--- src/rtl/mem_dbus_if.sv ---
// mem_dbus_if: req/gnt/rvalid data-bus handshake between the MEM-stage controller and memory
interface mem_dbus_if #(parameter int ADDR_W = 32);
  logic              req;
  logic              we;
  logic [3:0]        be;
  logic [ADDR_W-1:0] addr;
  logic [31:0]       wdata;
  logic              gnt;
  logic              rvalid;
  logic [31:0]       rdata;
  modport master(output req, we, be, addr, wdata, input gnt, rvalid, rdata);
  modport slave(input req, we, be, addr, wdata, output gnt, rvalid, rdata);
endinterface

--- src/rtl/mem_dbus_ctrl.sv ---
// mem_dbus_ctrl: MEM-stage load/store alignment check, single bus transaction and pipeline stall
module mem_dbus_ctrl #(parameter int ADDR_W = 32) (
  input  logic              clk,
  input  logic              rst,
  input  logic              flush,
  input  logic              op_valid,
  input  logic [3:0]        op_type,
  input  logic [ADDR_W-1:0] op_addr,
  input  logic [31:0]       op_wdata,
  output logic              stall_req,
  output logic              done,
  output logic [31:0]       ld_data,
  output logic              exc_adel,
  output logic              exc_ades,
  output logic [ADDR_W-1:0] bad_vaddr,
  mem_dbus_if.master        dbus
);
  typedef enum logic [2:0] {IDLE, REQ, WAIT, DONE, DRAIN} state_t;
  state_t      state;
  logic        is_load, is_store, is_b, is_h, mis, accept, go;
  logic [2:0]  lt;
  logic [1:0]  la;
  logic [3:0]  be_n;
  logic [31:0] wd_n, fmt;
  logic [7:0]  b;
  logic [15:0] h;
  // decode the MEM op, flag misalignment and build lane enables, store data and the load result
  always_comb begin
    is_load = op_type <= 4'd4;
    is_store = op_type inside {4'h8, 4'h9, 4'hA};
    is_b = op_type inside {4'h0, 4'h1, 4'h8};
    is_h = op_type inside {4'h2, 4'h3, 4'h9};
    mis = is_b ? 1'b0 : is_h ? op_addr[0] : |op_addr[1:0];
    accept = state == IDLE && op_valid && (is_load || is_store) && !flush;
    go = accept && !mis;
    exc_adel = accept && is_load && mis;
    exc_ades = accept && is_store && mis;
    bad_vaddr = (exc_adel || exc_ades) ? op_addr : '0;
    stall_req = go || state inside {REQ, WAIT, DRAIN};
    be_n = is_b ? 4'b0001 << op_addr[1:0] : is_h ? (op_addr[1] ? 4'b1100 : 4'b0011) : 4'b1111;
    wd_n = is_b ? {4{op_wdata[7:0]}} : is_h ? {2{op_wdata[15:0]}} : op_wdata;
    b = dbus.rdata[{la, 3'b000} +: 8];
    h = la[1] ? dbus.rdata[31:16] : dbus.rdata[15:0];
    fmt = lt == 3'd0 ? {{24{b[7]}}, b} : lt == 3'd1 ? {24'b0, b} :
          lt == 3'd2 ? {{16{h[15]}}, h} : lt == 3'd3 ? {16'b0, h} : dbus.rdata;
  end
  assign done = state == DONE;
  assign dbus.req = state == REQ;
  // transaction sequencer: latch the op, hold the request until gnt, then await or discard read data
  always_ff @(posedge clk) begin
    if (rst) begin
      state <= IDLE;
      ld_data <= '0;
      dbus.we <= 1'b0;
      dbus.be <= '0;
      dbus.addr <= '0;
      dbus.wdata <= '0;
      lt <= '0;
      la <= '0;
    end else begin
      case (state)
        IDLE: if (go) begin
          state <= REQ;
          dbus.we <= is_store;
          dbus.be <= be_n;
          dbus.addr <= {op_addr[ADDR_W-1:2], 2'b00};
          dbus.wdata <= wd_n;
          lt <= op_type[2:0];
          la <= op_addr[1:0];
        end
        REQ: if (dbus.gnt) state <= dbus.we ? (flush ? IDLE : DONE) : (flush ? DRAIN : WAIT);
             else if (flush) state <= IDLE;
        WAIT: if (flush) state <= dbus.rvalid ? IDLE : DRAIN;
              else if (dbus.rvalid) begin
                ld_data <= fmt;
                state <= DONE;
              end
        DRAIN: if (dbus.rvalid) state <= IDLE;
        default: state <= IDLE;
      endcase
    end
  end
endmodule

--- src/flat_wrapper.sv ---
// flat-port wrapper written by rule: the top's interface ports become plain ports
module mem_dbus_ctrl_flat 
#(parameter int ADDR_W = 32)
  (clk, rst, flush, op_valid, op_type, op_addr, op_wdata, stall_req, done, ld_data, exc_adel, exc_ades, bad_vaddr, dbus_req, dbus_we, dbus_be, dbus_addr, dbus_wdata, dbus_gnt, dbus_rvalid, dbus_rdata);
  mem_dbus_if #(.ADDR_W(ADDR_W)) dbus_i ();
  input  logic clk;
  input  logic rst;
  input  logic flush;
  input  logic op_valid;
  input  logic [3:0] op_type;
  input  logic [ADDR_W-1:0] op_addr;
  input  logic [31:0] op_wdata;
  output logic stall_req;
  output logic done;
  output logic [31:0] ld_data;
  output logic exc_adel;
  output logic exc_ades;
  output logic [ADDR_W-1:0] bad_vaddr;
  output wire logic [$bits(dbus_i.req)-1:0] dbus_req;
  output wire logic [$bits(dbus_i.we)-1:0] dbus_we;
  output wire logic [$bits(dbus_i.be)-1:0] dbus_be;
  output wire logic [$bits(dbus_i.addr)-1:0] dbus_addr;
  output wire logic [$bits(dbus_i.wdata)-1:0] dbus_wdata;
  input wire logic [$bits(dbus_i.gnt)-1:0] dbus_gnt;
  input wire logic [$bits(dbus_i.rvalid)-1:0] dbus_rvalid;
  input wire logic [$bits(dbus_i.rdata)-1:0] dbus_rdata;
  assign dbus_req = dbus_i.req;
  assign dbus_we = dbus_i.we;
  assign dbus_be = dbus_i.be;
  assign dbus_addr = dbus_i.addr;
  assign dbus_wdata = dbus_i.wdata;
  assign dbus_i.gnt = dbus_gnt;
  assign dbus_i.rvalid = dbus_rvalid;
  assign dbus_i.rdata = dbus_rdata;
  mem_dbus_ctrl #(.ADDR_W(ADDR_W)) u_core (.clk(clk), .rst(rst), .flush(flush), .op_valid(op_valid), .op_type(op_type), .op_addr(op_addr), .op_wdata(op_wdata), .stall_req(stall_req), .done(done), .ld_data(ld_data), .exc_adel(exc_adel), .exc_ades(exc_ades), .bad_vaddr(bad_vaddr), .dbus(dbus_i));
endmodule
--- config.mk ---
export PLATFORM = sky130hd
export DESIGN_NAME = mem_dbus_ctrl_flat
export DESIGN_NICKNAME = d
export VERILOG_FILES = /design/src/rtl/mem_dbus_if.sv /design/src/rtl/mem_dbus_ctrl.sv /design/src/flat_wrapper.sv
export SDC_FILE = /design/constraint.sdc
export NUM_CORES = 1
export LEC_CHECK = 0
export CORE_UTILIZATION = 35
export CTS_BUF_LIST = sky130_fd_sc_hd__clkbuf_8
export DETAILED_ROUTE_END_ITERATION = 6
export DONT_BUFFER_PORTS = 1
export GPL_TIMING_DRIVEN = 0
export SLEW_MARGIN = 30
export SYNTH_ARGS = -nofsm -noshare
export SYNTH_HDL_FRONTEND = slang
export SYNTH_SLANG_ARGS = --single-unit
--- constraint.sdc ---
create_clock -name clk -period 1.75 [get_ports clk]
set_input_delay 0.35 -clock clk [delete_from_list [all_inputs] [get_ports clk]]
set_output_delay 0.35 -clock clk [all_outputs]
set_load 0.03 [all_outputs]
==> impl_metrics.yaml <==
synth:
  ys.flop_type: "dfxtp_1"
  synth_area_um2: 5793
  synth_seq_area_share_pct: 36.98
  synth-seq-cells: 107
  synthArstFlopShare_pct: 0
  synth_edf_count: 0
  yosys.cell_types.count: 60
  yosysWarningCount: 0
  syn_avg_cell_area_um2: 9.195
  synth_cells: 630
layout:
  final_nets: 757
  diodes: 0
  area_growth_pct: 16.83
  final_common_cell: "dfxtp_1"
  layout-drive-gt1-share_pct: 28.81
  final_cell_mix: "dfxtp_1 (102), a21oi_1 (47), nand4_1 (44), a211oi_1 (40)"
  fin_area_um2: 6768
setup_path:
  crit_path_top_delay_cell: "nor4b_4"
  max_stage_delay_ns: 0.54
  arrival_ns: 1.72
  cp_max_fo: 5
  reg2reg_from: "u_core.la[0]"
  cp-start-kind: "register"
  crit_family: "simple AND/OR/NAND/NOR gates"
  crit_start: "u_core.state[1]"
  crit_required_ns: 1.40
  cp_num_buf_inv: 1
  crit_type: "reg2out"
  path_cells: "nor2_4 > nand3_4 > buf_12 > nor4b_4"
  cp-end-kind: "output pin"
min_path:
  hold_class: "in2reg"
  min_from: "flush"
floorplan:
  die_w_um: 130.7
  die_area_um2: 17070
  pin_count: 244
  std_cell_rows: 46
  core_um2: 16000
  initial_core_util_pct: 36.21
  die_height_um: 130.7
global_routing:
  grt_pass1_vias: 5212
  grt_max_degree: 20
  antenna_found_initial: 0
  gr-total-overflow: 0
  grt_pass1_wl_mm: 29.87
  grtUsageTotal_pct: 23.17
place:
  placedInstanceArea_um2: 6252
  gp_congestion: 0.8555
  numPortBuffers: 0
  dpl.hpwl_mm: 15.44
timing:
  rsz0062_at_grt: "yes"
  slew_headroom_pct: 55.23
  fin_tns_setup_ns: -10.35
  min_period_over_period_pct: 118.3
  skew_ns: 0.01209
  setup_slack_ns: -0.3204
  final_max_slew_viol_count: 0
  hold_viol: 0
  worst_pin_slew_ns: 0.6715
  period_needed_ns: 2.070
  setup_viol: 35
  max_freq_ghz: 0.4830
clock_tree:
  cts_root_buf: "clkbuf_8"
  cts_htree_levels: 3
  clock-sinks: 107
  clockBufferDepth: 2
  clk_latency_ns: 0.39
  clkTransAtPathRegs_ns: 0.10
  cts_made_buffers: 9
  cts_tree: "built"
run_status:
  violations: "setup timing"
  status: "finished with violations"
power_and_ir_drop:
  pwr-share-comb_pct: 17.8
  p_clk_share_pct: 31.3
  switching_share_pct: 31.60
  leakagePower_nw: 2.252
  ir_drop_mv: 0.3655
  power_frac_seq_pct: 50.9
  p_int_mw: 3.520
  switching_power_mw: 1.626
  power_density_nw_per_um2: 760.3
route:
  via_per_inst: 6.236
  postRouteAntennaNets: 0
  routed-via-count: 5438
  drc: 0
  drtPass1Iterations: 7
  routedWlPerCell_um: 23.41
  drt_wl_total_mm: 20.41
  drt_iter0_drc: 365
run:
  drv_cap: 0
[area by class of cell]
type                       count  area (µm²)
clock buffer                  10       137.6
buffer                        76       610.6
timing repair buffer          13       117.6
multi-input combinational    438        3390
tap                          216       270.3
inverter                       6       25.02
sequential                   107        2156
fill                        1617        9233
clock inverter                 6       61.31
[metal layers]
metal  global-route usage [%]  vias to the layer above  wire [µm]
li1                         -                     2471          -
met1                    27.17                     2669       7884
met2                    39.87                      265      10200
met3                    7.492                       33       1917
met4                    7.505                        0        404
met5                        0                        -          0
[cell families (layout without fill, tap and decap cells)]
logic type      Yosys count  after routing  synth area share, %
compound gates          231            231                29.37
simple gates            168            169                16.46
flops                   107            107                36.98
buf+inv                  87            111                9.006
mux                      35             35                7.970
other cells               1              2              0.06473
xor+xnor                  1              1               0.1512
[metrics by stage]
step	hold WS, ns	utilization (%)	setup WS [ns]	cells	total power, mW
final	0.04584	42.30	-0.3204	872	5.146
after detailed placement	0.4453	39.08	-0.4090	847	3.526
after global placement	0.4430	39.08	-0.4102	847	3.508
after global routing	0.02747	42.30	-0.4086	872	5.342
after floorplan	0.4397	-	-0.1321	631	3.331
after CTS	0.01734	41.16	-0.3519	868	5.130
[registers in the layout, indices dropped and copies added (netlist names)]
register	cells
u_core.state	3
u_core.lt	3
u_core.dbus.wdata	32
u_core.la	2
u_core.dbus.be	4
u_core.ld_data	32
u_core.dbus.addr	30
u_core.dbus.we	1
[what timing repair did]
action	CTS	global route
pin swaps	10	11
resized for setup	22	50
setup endpoints to repair	84	105
setup buffers	9	4
cloned	0	1
hold buffers	0	0
[power by group through the flow]
| stage | registers [mW] | logic [mW] | clock network [mW] |
|---|---|---|---|
| after global placement | 2.68 | 0.830 | 0 |
| after CTS | 2.62 | 0.877 | 1.63 |
| after detailed placement | 2.68 | 0.847 | 0 |
| after global routing | 2.63 | 0.982 | 1.73 |
| final | 2.62 | 0.916 | 1.61 |
| after floorplan | 2.66 | 0.671 | 0 |
[Yosys cell counts, types with 2 or more instances]
master	count	area, µm²
dfxtp_1	107	2142
a21oi_1	47	235.2
nand4_1	44	275.3
o31ai_1	43	322.8
a211oi_1	40	300.3
nor2_1	35	131.4
buf_2	33	165.2
and2_1	31	193.9
nand2_1	31	116.4
a31oi_1	28	175.2
buf_4	19	142.6
clkbuf_1	18	67.56
mux2i_1	18	180.2
o21ai_0	17	85.08
buf_6	11	123.9
a2111oi_0	8	70.07
a222oi_1	8	80.08
mux2_2	8	90.09
mux4_2	8	180.2
a311oi_1	6	52.55
a31o_2	6	52.55
a31o_1	5	43.79
inv_1	5	18.77
a311oi_2	4	60.06
nand2b_1	4	25.02
a21o_1	3	22.52
nand3_2	3	30.03
nor2b_1	3	18.77
a2111oi_2	2	30.03
a21oi_4	2	32.53
and3_1	2	12.51
nand3b_1	2	15.01
nor3_4	2	32.53
[worst register-to-register path, stage by stage, from the launching register on]
cell      delay, ns
dfxtp_1        0.34
buf_6          0.17
mux4_2         0.56
a21oi_4        0.24
buf_6          0.17
a211oi_1       0.08
[worst paths after layout]
kind | to | slack (ns) | depth (start not counted)
min | u_core.state[1] | 0.05 | 1
max | exc_adel | -0.32 | 4
max reg2reg | u_core.ld_data[20] | 0.06 | 5
min reg2reg | u_core.lt[0] | 0.52 | 2
(Power assumes the default switching activity.)
==> variant, RTL diff (same flow settings) <==
`ADDR_W` is set to 32 in 3 places; all go to 36.
--- a/src/rtl/mem_dbus_if.sv
+++ b/src/rtl/mem_dbus_if.sv
@@ -1,4 +1,4 @@
 // mem_dbus_if: req/gnt/rvalid data-bus handshake between the MEM-stage controller and memory
-interface mem_dbus_if #(parameter int ADDR_W = 32);
+interface mem_dbus_if #(parameter int ADDR_W = 36);
   logic              req;
   logic              we;
--- a/src/rtl/mem_dbus_ctrl.sv
+++ b/src/rtl/mem_dbus_ctrl.sv
@@ -1,4 +1,4 @@
 // mem_dbus_ctrl: MEM-stage load/store alignment check, single bus transaction and pipeline stall
-module mem_dbus_ctrl #(parameter int ADDR_W = 32) (
+module mem_dbus_ctrl #(parameter int ADDR_W = 36) (
   input  logic              clk,
   input  logic              rst,
--- a/src/flat_wrapper.sv
+++ b/src/flat_wrapper.sv
@@ -1,5 +1,5 @@
 // flat-port wrapper written by rule: the top's interface ports become plain ports
 module mem_dbus_ctrl_flat 
-#(parameter int ADDR_W = 32)
+#(parameter int ADDR_W = 36)
   (clk, rst, flush, op_valid, op_type, op_addr, op_wdata, stall_req, done, ld_data, exc_adel, exc_ades, bad_vaddr, dbus_req, dbus_we, dbus_be, dbus_addr, dbus_wdata, dbus_gnt, dbus_rvalid, dbus_rdata);
   mem_dbus_if #(.ADDR_W(ADDR_W)) dbus_i ();
Interface: changed (resized bad_vaddr, dbus_addr and op_addr); port bits go from 244 to 256. No check against the original RTL was run, so the function may have changed too.
==> variant against the unedited design <==
- the flow still finishes with violations (negative setup slack)
- via count is 7.4% higher
- combinational power is 7.8% higher
- cell area is 8.9% higher
- total power is 6.0% higher
- global-route usage is 1.6 points higher
- sequential cell count is 4 higher
- maximum frequency is 0.40% higher
- routed wire length is 8.8% higher
- critical endpoint is now bad_vaddr[1]
- non-clock buffer count is 24 higher
- core utilization is 3.4 points higher
- synthesized area is 1.0% higher
- die area is 1.0% higher
- setup slack better by 8.2 ps
- sequential power is 4% higher
==> variant: results <==
{
  "wl_met3_um": 2240,
  "status": "complete, but fails checks",
  "postSynthCellCount": 665,
  "cp_slowest_stage_delay_ps": 490,
  "nClkBuffers": 9,
  "synth_seq_area_share_pct": 38.0,
  "violations": "negative setup slack",
  "tightest_slew_ps": 717,
  "drive_gt1_share_pct": 30.0,
  "design.seq.count": 111,
  "synthDistinctLibCells": 50,
  "crit_fanout": 4,
  "final_nets": 814,
  "leakage_nw": 2.63,
  "wl_um": 22200,
  "gp_congestion": 0.941,
  "first_pass_iters": 6,
  "drt_iter0_drc": 411,
  "clkCellAreaFrac_pct": 2.95,
  "n_all_inverters": 3,
  "power.clock.total_mw": 1.75,
  "nMultiInputCombCells": 466,
  "setup_ws_ps": -312,
  "post-route-cell-area_um2": 7370,
  "grt_pass1_wl_um": 33200,
  "setup_viol": 43,
  "post_dp_cell_area_um2": 6400,
  "dp.cells": 882,
  "n_fill_cell": 1572,
  "power_frac_seq_pct": 49.8,
  "peakVddDrop_uv": 420,
  "multi_input_area_um2": 3720,
  "post-place-ws_ps": -605
}
variant: worst paths after layout:
kind         cells after the start             from                   end  slack (ps)
max                              4  u_core.state[0]          bad_vaddr[1]        -310
min reg2reg                      2     u_core.lt[0]          u_core.lt[0]         560
min                              2      op_wdata[3]  u_core.dbus.wdata[3]          90
max reg2reg                      5     u_core.la[0]    u_core.ld_data[31]         -20
variant: repair_timing:
item                       in CTS  in global routing
resized for setup              93                 70
pin swaps                      23                 18
setup endpoints to repair     150                122
cloned                          4                  0
buffers inserted               22                  8
variant: cells by family after synthesis:
kind of cell | count (synthesis) | synth area share (%)
AOI/OAI and AO/OA | 265 | 31.8
buffers and inverters | 89 | 7.01
other | 1 | 0.0641
and+or+nand+nor | 168 | 16.1
DFF | 111 | 38.0
muxes | 31 | 7.01
variant: layer usage:
layer / GRT usage (%) / vias to the layer above
li1: - / 2644
met1: 28.2 / 2820
met2: 42.2 / 322
met3: 7.75 / 55
met4: 11.4 / 0
met5: 0 / -
